[src/rtl/apb_mem_slave_pkg.sv]
// Shared types and default widths for the APB memory completer slice.
package apb_pkg;

    localparam int APB_ADDR_W = 8;
    localparam int APB_DATA_W = 8;
    localparam int WAIT_W     = 4;

    typedef enum logic [1:0] {
        IDLE   = 2'd0,
        SETUP  = 2'd1,
        ACCESS = 2'd2
    } apb_state_e;

endpackage

[src/rtl/apb_mem_slave_if.sv]
// APB bus bundle between a requester (master) and a completer (slave).
interface apb_if
    import apb_pkg::*;
#(
    parameter int ADDR_W = APB_ADDR_W,
    parameter int DATA_W = APB_DATA_W
) ();

    logic              psel;
    logic              penable;
    logic              pwrite;
    logic [ADDR_W-1:0] paddr;
    logic [DATA_W-1:0] pwdata;
    logic [DATA_W-1:0] prdata;
    logic              pready;
    logic              pslverr;

    modport master (
        output psel, penable, pwrite, paddr, pwdata,
        input  prdata, pready, pslverr
    );

    modport slave (
        input  psel, penable, pwrite, paddr, pwdata,
        output prdata, pready, pslverr
    );

endinterface

[src/rtl/apb_mem_slave_wait_ctr.sv]
// Loadable down-counter for APB wait states; done is high while the count is zero.
module apb_wait_ctr
    import apb_pkg::*;
(
    input  logic              pclk,
    input  logic              prst,
    input  logic              load,
    input  logic [WAIT_W-1:0] load_val,
    input  logic              dec,
    output logic              done
);

    logic [WAIT_W-1:0] count_q;

    always_ff @(posedge pclk) begin
        if (!prst) begin
            count_q <= '0;
        end else if (load) begin
            count_q <= load_val;
        end else if (dec && !done) begin
            count_q <= count_q - WAIT_W'(1);
        end
    end

    assign done = (count_q == '0);

endmodule

[src/rtl/apb_mem_slave.sv]
// APB completer with a word-addressed register memory, fixed wait states
// and pslverr on out-of-range addresses. All outputs are registered.
module apb_mem_slave
    import apb_pkg::*;
#(
    parameter int ADDR_W      = APB_ADDR_W,
    parameter int DATA_W      = APB_DATA_W,
    parameter int DEPTH       = 16,
    parameter int WAIT_CYCLES = 1
) (
    input logic  pclk,
    input logic  prst,
    apb_if.slave bus
);

    localparam int              IDX_W     = (DEPTH > 1) ? $clog2(DEPTH) : 1;
    localparam logic [ADDR_W:0] DEPTH_EXT = (ADDR_W + 1)'(DEPTH);
    localparam bit              ZERO_WAIT = (WAIT_CYCLES == 0);
    // One less than the wait count: the last wait cycle is the edge that raises pready.
    localparam logic [WAIT_W-1:0] WAIT_LD = ZERO_WAIT ? '0 : WAIT_W'(WAIT_CYCLES - 1);

    apb_state_e        state_q;
    logic [ADDR_W-1:0] addr_q;
    logic              wr_q;
    logic [DATA_W-1:0] wdata_q;
    logic [DATA_W-1:0] prdata_q;
    logic              pready_q;
    logic              pslverr_q;
    logic [DATA_W-1:0] mem [DEPTH];

    logic              setup_req;
    logic              capture;
    logic              waiting;
    logic              respond;
    logic              ctr_done;
    logic [ADDR_W-1:0] rsp_addr;
    logic              rsp_wr;
    logic              rsp_ok;
    logic [DATA_W-1:0] rsp_data;

    function automatic logic in_range(input logic [ADDR_W-1:0] a);
        return {1'b0, a} < DEPTH_EXT;
    endfunction

    assign setup_req = bus.psel && !bus.penable;
    assign capture   = setup_req && ((state_q == IDLE) || pready_q);
    assign waiting   = (state_q != IDLE) && !pready_q && bus.psel && bus.penable;
    assign respond   = (capture && ZERO_WAIT) || (waiting && ctr_done);

    apb_wait_ctr u_wait_ctr (
        .pclk     (pclk),
        .prst     (prst),
        .load     (capture),
        .load_val (WAIT_LD),
        .dec      (waiting),
        .done     (ctr_done)
    );

    // Zero-wait responses are built straight from the setup-phase inputs.
    always_comb begin
        rsp_addr = capture ? bus.paddr : addr_q;
        rsp_wr   = capture ? bus.pwrite : wr_q;
        rsp_ok   = in_range(rsp_addr);
        rsp_data = '0;
        if (!rsp_wr && rsp_ok) begin
            rsp_data = mem[rsp_addr[IDX_W-1:0]];
        end
    end

    always_ff @(posedge pclk) begin
        if (!prst) begin
            state_q   <= IDLE;
            addr_q    <= '0;
            wr_q      <= 1'b0;
            wdata_q   <= '0;
            prdata_q  <= '0;
            pready_q  <= 1'b0;
            pslverr_q <= 1'b0;
            for (int unsigned i = 0; i < DEPTH; i++) begin
                mem[i] <= '0;
            end
        end else begin
            pready_q  <= 1'b0;
            pslverr_q <= 1'b0;
            prdata_q  <= '0;

            if (pready_q && bus.psel && bus.penable && wr_q && in_range(addr_q)) begin
                mem[addr_q[IDX_W-1:0]] <= wdata_q;
            end

            if (capture) begin
                addr_q  <= bus.paddr;
                wr_q    <= bus.pwrite;
                wdata_q <= bus.pwdata;
                if (ZERO_WAIT) begin
                    state_q <= ACCESS;
                end else begin
                    state_q <= SETUP;
                end
            end else if (waiting) begin
                state_q <= ACCESS;
            end else begin
                state_q <= IDLE;
            end

            if (respond) begin
                pready_q  <= 1'b1;
                pslverr_q <= !rsp_ok;
                prdata_q  <= rsp_data;
            end
        end
    end

    assign bus.prdata  = prdata_q;
    assign bus.pready  = pready_q;
    assign bus.pslverr = pslverr_q;

endmodule
[src/flat_wrapper.sv]
// flat-port wrapper written by rule: the top's interface ports become plain ports
module apb_mem_slave_flat import apb_pkg::*;
#(
    parameter int ADDR_W      = APB_ADDR_W,
    parameter int DATA_W      = APB_DATA_W,
    parameter int DEPTH       = 16,
    parameter int WAIT_CYCLES = 1
)
  (pclk, prst, bus_psel, bus_penable, bus_pwrite, bus_paddr, bus_pwdata, bus_prdata, bus_pready, bus_pslverr);
  apb_if #(.ADDR_W(ADDR_W), .DATA_W(DATA_W)) bus_i ();
  input logic pclk;
  input logic prst;
  input wire logic [$bits(bus_i.psel)-1:0] bus_psel;
  input wire logic [$bits(bus_i.penable)-1:0] bus_penable;
  input wire logic [$bits(bus_i.pwrite)-1:0] bus_pwrite;
  input wire logic [$bits(bus_i.paddr)-1:0] bus_paddr;
  input wire logic [$bits(bus_i.pwdata)-1:0] bus_pwdata;
  output wire logic [$bits(bus_i.prdata)-1:0] bus_prdata;
  output wire logic [$bits(bus_i.pready)-1:0] bus_pready;
  output wire logic [$bits(bus_i.pslverr)-1:0] bus_pslverr;
  assign bus_i.psel = bus_psel;
  assign bus_i.penable = bus_penable;
  assign bus_i.pwrite = bus_pwrite;
  assign bus_i.paddr = bus_paddr;
  assign bus_i.pwdata = bus_pwdata;
  assign bus_prdata = bus_i.prdata;
  assign bus_pready = bus_i.pready;
  assign bus_pslverr = bus_i.pslverr;
  apb_mem_slave #(.ADDR_W(ADDR_W), .DATA_W(DATA_W), .DEPTH(DEPTH), .WAIT_CYCLES(WAIT_CYCLES)) u_core (.pclk(pclk), .prst(prst), .bus(bus_i));
endmodule
[config.mk]
export PLATFORM = sky130hd
export DESIGN_NAME = apb_mem_slave_flat
export DESIGN_NICKNAME = d
export VERILOG_FILES = /design/src/rtl/apb_mem_slave_pkg.sv /design/src/rtl/apb_mem_slave_if.sv /design/src/rtl/apb_mem_slave_wait_ctr.sv /design/src/rtl/apb_mem_slave.sv /design/src/flat_wrapper.sv
export SDC_FILE = /design/constraint.sdc
export NUM_CORES = 1
export LEC_CHECK = 0
export ABC_AREA = 1
export CORE_UTILIZATION = 50
export CTS_CLUSTER_SIZE = 40
export DETAILED_ROUTE_END_ITERATION = 16
export PLACE_DENSITY = 0.79
export SYNTH_ARGS = -nofsm -noshare
export SYNTH_HDL_FRONTEND = slang
export SYNTH_SLANG_ARGS = --single-unit
export TNS_END_PERCENT = 30
[constraint.sdc]
create_clock -name pclk -period 2.4 [get_ports pclk]
set_input_delay 0.48 -clock pclk [delete_from_list [all_inputs] [get_ports pclk]]
set_output_delay 0.48 -clock pclk [all_outputs]
set_load 0.01 [all_outputs]
# Yosys cells after proc, flatten, opt, wreduce, memory -nomap -nowiden
# Memories as Yosys holds them, arrays and structs flattened. A register that Yosys moved wholly into a read port is not among the register bits.
# Cells that the tools add are included.
totals:
  register_bits: 25
  mem_bits_rw: 128
  in_bits: 21
  mem_count: 1
op_classes:
  addsub: 1
  magnitude_cmp: 2
  mux: 12
  bitwise_logic: 1
  reduce_logical: 26
mem_list:
  columns: ["name", "depth", "width", "read_ports", "rd_clocked_by_memory_dff", "write_ports", "line_no", "source"]
  rows:
  - ["u_core.mem", 16, 8, 1, 1, 16, "apb_mem_slave.sv:29", "logic [DATA_W-1:0] mem [DEPTH];"]
op_table:
  columns: ["cell", "n"]
  rows:
  - ["$lt 8x5->1 const B", 2]
  - ["$mux 8", 2]
  - ["$logic_and 1x1->1", 12]
  - ["$mux 1", 8]
  - ["$reduce_or 8->1", 1]
  - ["$logic_not 1->1", 6]
  - ["$logic_not 4->1", 1]
  - ["$mux 4", 1]
  - ["$sub 4x1->4 const B", 1]
  - ["$reduce_and 3->1", 1]
  - ["$logic_not 2->1", 1]
  - ["$mux 2", 1]
  - ["$reduce_and 2->1", 1]
  - ["$reduce_bool 2->1", 1]
  - ["$reduce_or 2->1", 1]
  - ["$logic_or 1x1->1", 1]
  - ["$not 1->1", 1]

# Logic depth before layout (Yosys ltp)
# Gate-level depths: netlist of run 1.
logic_depth:
  depth_word: 9
  mapped_depth: 13

# By module
# From an unflattened synthesis of run 1, not the netlist that was laid out.
hier_totals:
  hier_cells: 901
  area_unflattened_um2: 7795.0
by_module_without_submodules:
  columns: ["module", "instances", "cells_each", "area_each_um2", "seq_area_each_um2"]
  rows:
  - ["apb_mem_slave", 1, 860, 7521.0, 4424.2]
  - ["apb_wait_ctr", 1, 41, 274.0, 80.1]

# Least setup slack after synthesis of run 1
# OpenSTA, ideal clock, no wires.
synth_timing:
  path_kind: "in2reg"
  startpoint: "input port prst"
  endpoint: "memory u_core.mem[10][0] (netlist name), enable pin"
  arrival_time_ns: 1.625
  required_time_ns: 2.071
  setup_slack_ns: 0.446
  path_stages: 7
  n_path_buf: 1
  path_cell_list: "buf_2 > inv_1 > nor3_1 > nand2_1 > nor3_2 > nand2_1 > nand2_1"
synth_rtl:
  columns: ["element", "line_no", "source"]
  rows:
  - ["start: declaration", "flat_wrapper.sv:12", "input logic prst;"]
  - ["end: declaration", "apb_mem_slave.sv:29", null]

==> impl_metrics.env, run 1 <==
export IMPL_htreeDepth=4
export IMPL_grt_util_all_layers_pct=25.0
export IMPL_grt_pass1_vias=5695
export IMPL_r2r_end="u_core.bus.prdata[7]"
export IMPL_syn_nets=909
export IMPL_route_antenna_remaining_nets=0
export IMPL_cp_max_fo=8
export IMPL_synth_top_cells_by_area="sky130_fd_sc_hd__edfxtp_1, sky130_fd_sc_hd__nand2_1, sky130_fd_sc_hd__nand3_1, sky130_fd_sc_hd__dfxtp_1, sky130_fd_sc_hd__nor2_1"
export IMPL_power_per_cell_area_mw_per_mm2=730
export IMPL_hold_class="flip-flop to flip-flop"
export IMPL_max_freq_mhz=477
export IMPL_placedCellCount=1117
export IMPL_grt_setup_unrepaired="no"
export IMPL_slew_limit_headroom_pct=41.0
export IMPL_mappedNetlistArea_mm2=0.00757
export IMPL_clock_insertion_delay_at_the_later_pin_of_the_skew_report_ns=0.43
export IMPL_number_of_gates_resized_after_cts=0
export IMPL_post_route_cells_drive_above_1_share_pct=10.4
export IMPL_ff2ff_path_depth=10
export IMPL_finalHoldViolCount=0
export IMPL_synth_edf_count=128
export IMPL_gp_congestion=0.933
export IMPL_clock_sinks=161
export IMPL_syn_to_final_growth_pct=19.9
export IMPL_filler_cell_count=1145
export IMPL_timing_setup_critical_path_class="input port to flip-flop"
export IMPL_grt_pass1_wl_mm=29.1
export IMPL_tritoncts="yes"
export IMPL_clk_pin_slew_worst_setup_hold_paths_ns=0.06
export IMPL_final_setup_viol_count=0
export IMPL_drt_first_iter_violations=763
export IMPL_critPathArrivalTime_ns=2.19
export IMPL_io_pins=31
export IMPL_cts_inserted_buffers=17
export IMPL_regToRegSetupSlack_ns=0.51
export IMPL_synth_warning_count=0
export IMPL_synth_seq_area_share_pct=59.5
export IMPL_synth_most_common_cell="sky130_fd_sc_hd__nand2_1"
export IMPL_io_buffer_count=30
export IMPL_yosysTopAreaCellShare_pct=50.8
export IMPL_synth_lib_cells_used_distinct=28
export IMPL_postRouteWirelength_mm=18.5
export IMPL_stdcell_count=1149
export IMPL_clock_tree_buffer_depth=2
export IMPL_yosys_area_top_type="sky130_fd_sc_hd__edfxtp_1"
export IMPL_final_setup_tns_ns=0
export IMPL_drt_pass1_iter_count=12
export IMPL_detailed_place_hpwl_mm=12.0
export IMPL_post_cts_setup_buffers=0
export IMPL_detail_route_drc_violations=4
export IMPL_logic_pwr_share_pct=10.8
export IMPL_failed_checks="DRC"
export IMPL_crit_end="u_core.mem[9][6]"
export IMPL_detailroute_via_count=6030
export IMPL_grt_max_degree=49
export IMPL_design_core_area_mm2=0.0146
export IMPL_diodes=0
export IMPL_clock_tree_root_driver_cell="sky130_fd_sc_hd__clkbuf_16"
export IMPL_crit_start="bus_penable"
export IMPL_cts_hold_buf=0
export IMPL_power_clock_fraction_pct=42.0
export IMPL_crit_path_start_kind="input port"
export IMPL_synth_top_cells_by_count="sky130_fd_sc_hd__nand2_1, sky130_fd_sc_hd__nor2_1, sky130_fd_sc_hd__inv_1, sky130_fd_sc_hd__nand3_1, sky130_fd_sc_hd__edfxtp_1"
export IMPL_antenna_found_initial=0
export IMPL_timing_worst_slew_pin_value_ns=0.880
export IMPL_reg2reg_from="u_core.state_q[1]"
export IMPL_fin_skew_ns=0.00880
export IMPL_power_static_leakage_nw=3.82
export IMPL_net_switching_power_w=0.00159
export IMPL_ys_async_sr_fraction_pct=0
export IMPL_detail_route_wl_per_cell_um=16.1
export IMPL_critical_path_endpoint_type="flip-flop"
export IMPL_chipHeight_um=125
export IMPL_synth_top_flop_cell="sky130_fd_sc_hd__edfxtp_1"
export IMPL_max_vdd_ir_drop_mv=0.466
export IMPL_internal_power_w=0.00503
export IMPL_core_rowCount=44
export IMPL_ys_seq_elements=161
export IMPL_die_area_mm2=0.0156
export IMPL_maxSlewViolCount=0
export IMPL_chipWidth_um=125
export IMPL_syn_instance_count=886
export IMPL_pwr_share_seq_pct=47.2
export IMPL_min_period_ns=2.10
export IMPL_syn_avg_cell_area_um2=8.54
export IMPL_post_route_period_util_pct=87.3
export IMPL_status="finished with violations"
export IMPL_grt_overflow=0
export IMPL_initial_standard_cell_utilization_of_the_core_pct=51.7
export IMPL_cp_required_ns=2.50
export IMPL_drv_cap=0
export IMPL_drt_vias_per_instance=5.25
export IMPL_switching_share_pct=24.0
export IMPL_design_final_nets=975
metrics by stage:
step	instance area (um^2)	total power [W]	hold slack [ns]	setup slack [ns]	util [%]
global route	9070	0.00680	0.499	0.0767	61.9
finish	9070	0.00662	0.479	0.305	61.9
CTS	9070	0.00660	0.475	0.302	61.9
detailed placement	8460	0.00388	0.466	-0.143	57.7
floorplan	7570	0.00361	0.439	0.446	-
global placement	8460	0.00387	0.451	-0.0907	57.7
layout by cell type, fill, tap and decap left out, types with 17 or more instances in the layout:
master / netlist / final
sky130_fd_sc_hd__buf_4: 3 / 42
sky130_fd_sc_hd__edfxtp_1: 128 / 128
sky130_fd_sc_hd__nand2_1: 190 / 190
sky130_fd_sc_hd__inv_1: 153 / 153
sky130_fd_sc_hd__clkbuf_16: 0 / 17
sky130_fd_sc_hd__dfxtp_1: 33 / 33
sky130_fd_sc_hd__nand3_1: 134 / 134
sky130_fd_sc_hd__clkdlybuf4s50_1: 0 / 30
sky130_fd_sc_hd__nor2_1: 157 / 157
worst max-delay path, stage by stage:
cell,delay [ns]
sky130_fd_sc_hd__clkdlybuf4s50_1,0.49
sky130_fd_sc_hd__nand2_1,0.07
sky130_fd_sc_hd__nor4_1,0.26
sky130_fd_sc_hd__buf_4,0.17
sky130_fd_sc_hd__nand2_1,0.08
sky130_fd_sc_hd__nor3_2,0.24
sky130_fd_sc_hd__nand2_1,0.12
sky130_fd_sc_hd__nand2_1,0.28
sequential cells by signal (all words and copies together), names as in the netlist:
name and cells:
u_core.bus.prdata 8, u_core.wr_q 1, u_core.addr_q 8, u_core.state_q 2, u_core.mem 128, u_core.bus.pslverr 1
u_core.wdata_q 8, u_core.bus.pready 1, u_core.u_wait_ctr.count_q 4
power groups by stage:
stage | sequential [W] | combinational, W | clock [W]
final | 0.00312 | 0.000718 | 0.00278
after global routing | 0.00313 | 0.000785 | 0.00288
after CTS | 0.00312 | 0.000708 | 0.00277
after detailed placement | 0.00318 | 0.000699 | 0
after global placement | 0.00318 | 0.000692 | 0
after floorplan | 0.00317 | 0.000436 | 0
cell type report:
class	count	area, um^2	area share, %
Inverter	163	612	6.75
Clock buffer	19	453	4.99
Timing Repair Buffer	83	836	9.22
Multi-Input combinational cell	526	2270	25.1
Sequential cell	161	4500	49.7
Clock inverter	13	160	1.77
Tap cell	184	230	2.54
cell families (layout without fill, tap and decap cells):
family | after synthesis | after routing | synth area share (%)
AO/OA/AOI/OAI | 29 | 29 | 2.28
buffers and inverters | 199 | 278 | 10.4
flip-flops | 161 | 161 | 59.5
AND/OR/NAND/NOR | 495 | 495 | 27.5
adder cells (fa/ha/maj) | 2 | 2 | 0.331
worst min path at each step:
stage,start,end,cells past startpoint,slack (ns)
after global routing,u_core.u_wait_ctr.count_q[0],u_core.u_wait_ctr.count_q[0],2,0.50
after global placement,u_core.u_wait_ctr.count_q[0],u_core.u_wait_ctr.count_q[0],2,0.45
after floorplan,u_core.u_wait_ctr.count_q[0],u_core.u_wait_ctr.count_q[0],2,0.44
final,u_core.u_wait_ctr.count_q[0],u_core.u_wait_ctr.count_q[0],2,0.48
after CTS,u_core.u_wait_ctr.count_q[0],u_core.u_wait_ctr.count_q[0],2,0.47
after detailed placement,u_core.u_wait_ctr.count_q[0],u_core.u_wait_ctr.count_q[0],2,0.47
per-layer routing:
| metal | track usage [%] | part of all wire (%) |
|---|---|---|
| met1 | 32.6 | 41 |
| met2 | 39.2 | 46 |
| met4 | 13.4 | 4.0 |
| met5 | 0 | 0 |
| met3 | 5.35 | 9.5 |
Power figures use the tool's default switching activity.
==> run 2: changes to the inputs <==
Settings changed: CORE_ASPECT_RATIO set to 1.4.
==> run 2 against run 1 <==
The run now ends clean. Setup slack lost 0.078 ns. Critical path type unchanged. Critical endpoint is now u_core.bus.prdata[3]. Clock power shrank 7%. Sequential cell count is the same. Cell count grew 0.52%. Sequential power is essentially flat. Total power shrank 2.4%.
==> impl_metrics.env, run 2 (same netlist as run 1, synthesis figures left out) <==
export IMPL_status="finished clean"
export IMPL_grt_setup_unrepaired="no"
export IMPL_r2r_end="u_core.bus.prdata[3]"
export IMPL_postRouteWirelength_mm=18.9
export IMPL_syn_to_final_growth_pct=20.0
export IMPL_crit_end="u_core.bus.prdata[3]"
export IMPL_max_freq_mhz=460
export IMPL_grt_util_all_layers_pct=25.6
export IMPL_detailroute_via_count=6114
export IMPL_leading_cell_types_in_the_layout_fill_and_taps_excluded="sky130_fd_sc_hd__nand2_1, sky130_fd_sc_hd__nor2_1, sky130_fd_sc_hd__inv_1"
export IMPL_detail_route_drc_violations=0
export IMPL_clock_tree_buffer_depth=2
export IMPL_gp_congestion=0.885
export IMPL_logic_pwr_share_pct=11.6
export IMPL_drt_pass1_iter_count=10
export IMPL_cts_hold_buf=0
export IMPL_drv_cap=0
export IMPL_worst_path_stages=12
export IMPL_clk_pin_slew_worst_setup_hold_paths_ns=0.07
export IMPL_internal_power_w=0.00479
export IMPL_post_cts_setup_buffers=0
export IMPL_filler_cell_count=1192
export IMPL_slew_limit_headroom_pct=43.0
export IMPL_cp_max_fo=16
export IMPL_reg2reg_from="u_core.bus.pready"
export IMPL_diodes=0
export IMPL_chipHeight_um=148
export IMPL_post_route_cells_drive_above_1_share_pct=10.2
export IMPL_final_setup_tns_ns=0
export IMPL_htreeDepth=4
export IMPL_pwr_share_seq_pct=48.3
export IMPL_fin_util_pct=62.0
export IMPL_placed_cell_area_mm2=0.00852
export IMPL_final_setup_viol_count=0
export IMPL_tritoncts="yes"
export IMPL_hold_class="flip-flop to flip-flop"
export IMPL_critical_path_top_delay_family="simple AND/OR/NAND/NOR gates"
export IMPL_grt_pass1_vias=5968
export IMPL_detail_route_wl_per_cell_um=16.3
export IMPL_min_period_ns=2.17
export IMPL_multi_input_area_mm2=0.00227
export IMPL_clock_sinks=161
export IMPL_final_common_cell="sky130_fd_sc_hd__nand2_1"
export IMPL_die_area_mm2=0.0156
export IMPL_drt_vias_per_instance=5.29
export IMPL_cpPeakStageDelay_ns=0.48
export IMPL_cp_required_ns=2.72
export IMPL_area_sequential_mm2=0.00450
export IMPL_maxSlewViolCount=0
export IMPL_cts_inserted_buffers=17
export IMPL_number_of_gates_resized_after_cts=0
export IMPL_timing_setup_critical_path_class="input port to flip-flop"
export IMPL_crit_path_start_kind="input port"
export IMPL_power_clock_fraction_pct=40.1
export IMPL_post_route_period_util_pct=90.6
export IMPL_clock_tree_root_driver_cell="sky130_fd_sc_hd__clkbuf_16"
export IMPL_chipWidth_um=106
export IMPL_route_antenna_remaining_nets=0
export IMPL_most_flop_heavy_register="u_core.mem"
export IMPL_final_design_area_no_fill_mm2=0.00908
export IMPL_regToRegSetupSlack_ns=0.41
export IMPL_critical_path_endpoint_type="flip-flop"
export IMPL_detailed_place_hpwl_mm=12.5
export IMPL_timing_critical_path_cells="clkdlybuf4s50_1 > buf_4 > nor2_2 > nand2_2 > nand2_2 > nand2_1 > buf_4 > nand2_1 > nand3_1 > nand3_1 > a21oi_1 > nor2_1"
export IMPL_net_switching_power_w=0.00166
export IMPL_grt_pass1_wl_mm=29.7
export IMPL_ff2ff_path_depth=11
export IMPL_max_vdd_ir_drop_mv=0.538
export IMPL_design_core_area_mm2=0.0146
export IMPL_power_per_cell_area_mw_per_mm2=711
export IMPL_antenna_found_initial=0
export IMPL_power_static_leakage_nw=3.82
export IMPL_fin_skew_ns=0.0169
export IMPL_finalHoldViolCount=0
export IMPL_io_pins=31
export IMPL_grt_overflow=0
export IMPL_switching_share_pct=25.8
export IMPL_finalHoldWorstSlack_ns=0.470
export IMPL_drt_first_iter_violations=582
export IMPL_design_final_nets=976
export IMPL_core_rowCount=52
export IMPL_grt_max_degree=34
export IMPL_initial_standard_cell_utilization_of_the_core_pct=51.7
export IMPL_largest_reg_flops=128
export IMPL_timing_worst_slew_pin_value_ns=0.850
export IMPL_clock_insertion_delay_at_the_later_pin_of_the_skew_report_ns=0.44
export IMPL_io_buffer_count=30
export IMPL_critPathArrivalTime_ns=2.49
export IMPL_crit_start="bus_penable"
export IMPL_timing_critical_path_buf_inv=3
export IMPL_timing_critical_path_slowest_stage_cell="sky130_fd_sc_hd__clkdlybuf4s50_1"
[run 2: cell types whose count changed in the layout (fill, tap and decap cells not counted), moves of 2 or more]
cell                        change
sky130_fd_sc_hd__inv_6          +4
sky130_fd_sc_hd__buf_12         +4
sky130_fd_sc_hd__clkbuf_8       -2
sky130_fd_sc_hd__bufinv_16      -2
sky130_fd_sc_hd__buf_4          -3
sky130_fd_sc_hd__clkinv_2       -2
[run 2: layout make-up]
| cell class | count | share of cell area (%) |
|---|---|---|
| sequential | 161 | 49.6 |
| clock buffer | 18 | 4.73 |
| tap | 189 | 2.60 |
| timing repair buffer | 84 | 9.84 |
| clock inverter | 14 | 1.45 |
| inverter | 163 | 6.74 |
| multi-input combinational | 526 | 25.0 |
[run 2: per-stage QoR]
stage / setup WS (ns) / total power [W] / cells
2_1_floorplan: 0.446 / 0.00361 / 886
3_3_place_gp: -0.110 / 0.00390 / 1123
3_5_place_dp: -0.147 / 0.00391 / 1123
4_1_cts: 0.304 / 0.00644 / 1155
5_1_grt: 0.123 / 0.00664 / 1155
6_report: 0.227 / 0.00646 / 1155
[run 2: power groups by stage]
stage / clock, W / sequential, W / combinational (W)
3_5_place_dp: 0 / 0.00318 / 0.000729
2_1_floorplan: 0 / 0.00317 / 0.000436
4_1_cts: 0.00259 / 0.00312 / 0.000736
3_3_place_gp: 0 / 0.00318 / 0.000721
5_1_grt: 0.00270 / 0.00313 / 0.000808
6_report: 0.00259 / 0.00312 / 0.000748
[run 2: tightest hold or removal path, stage by stage (launching register included)]
cell	delay, ns
sky130_fd_sc_hd__dfxtp_1	0.31
sky130_fd_sc_hd__nand2_1	0.06
sky130_fd_sc_hd__a21oi_1	0.05
[run 2: worst min path at each step]
stage,from,depth (start not counted),endpoint
after global routing,u_core.u_wait_ctr.count_q[0],2,u_core.u_wait_ctr.count_q[0]
after CTS,u_core.u_wait_ctr.count_q[0],2,u_core.u_wait_ctr.count_q[0]
after global placement,u_core.u_wait_ctr.count_q[0],2,u_core.u_wait_ctr.count_q[0]
after detailed placement,u_core.u_wait_ctr.count_q[0],2,u_core.u_wait_ctr.count_q[0]
after floorplan,u_core.u_wait_ctr.count_q[0],2,u_core.u_wait_ctr.count_q[0]
final,u_core.u_wait_ctr.count_q[0],2,u_core.u_wait_ctr.count_q[0]
[run 2: metal layers]
layer / vias up / global-route usage [%] / share of wire (%)
li1: 2919 / - / -
met1: 2819 / 28.9 / 37
met2: 310 / 44.1 / 51
met3: 66 / 4.67 / 7.3
met4: 0 / 16.7 / 4.5
met5: - / 0 / 0
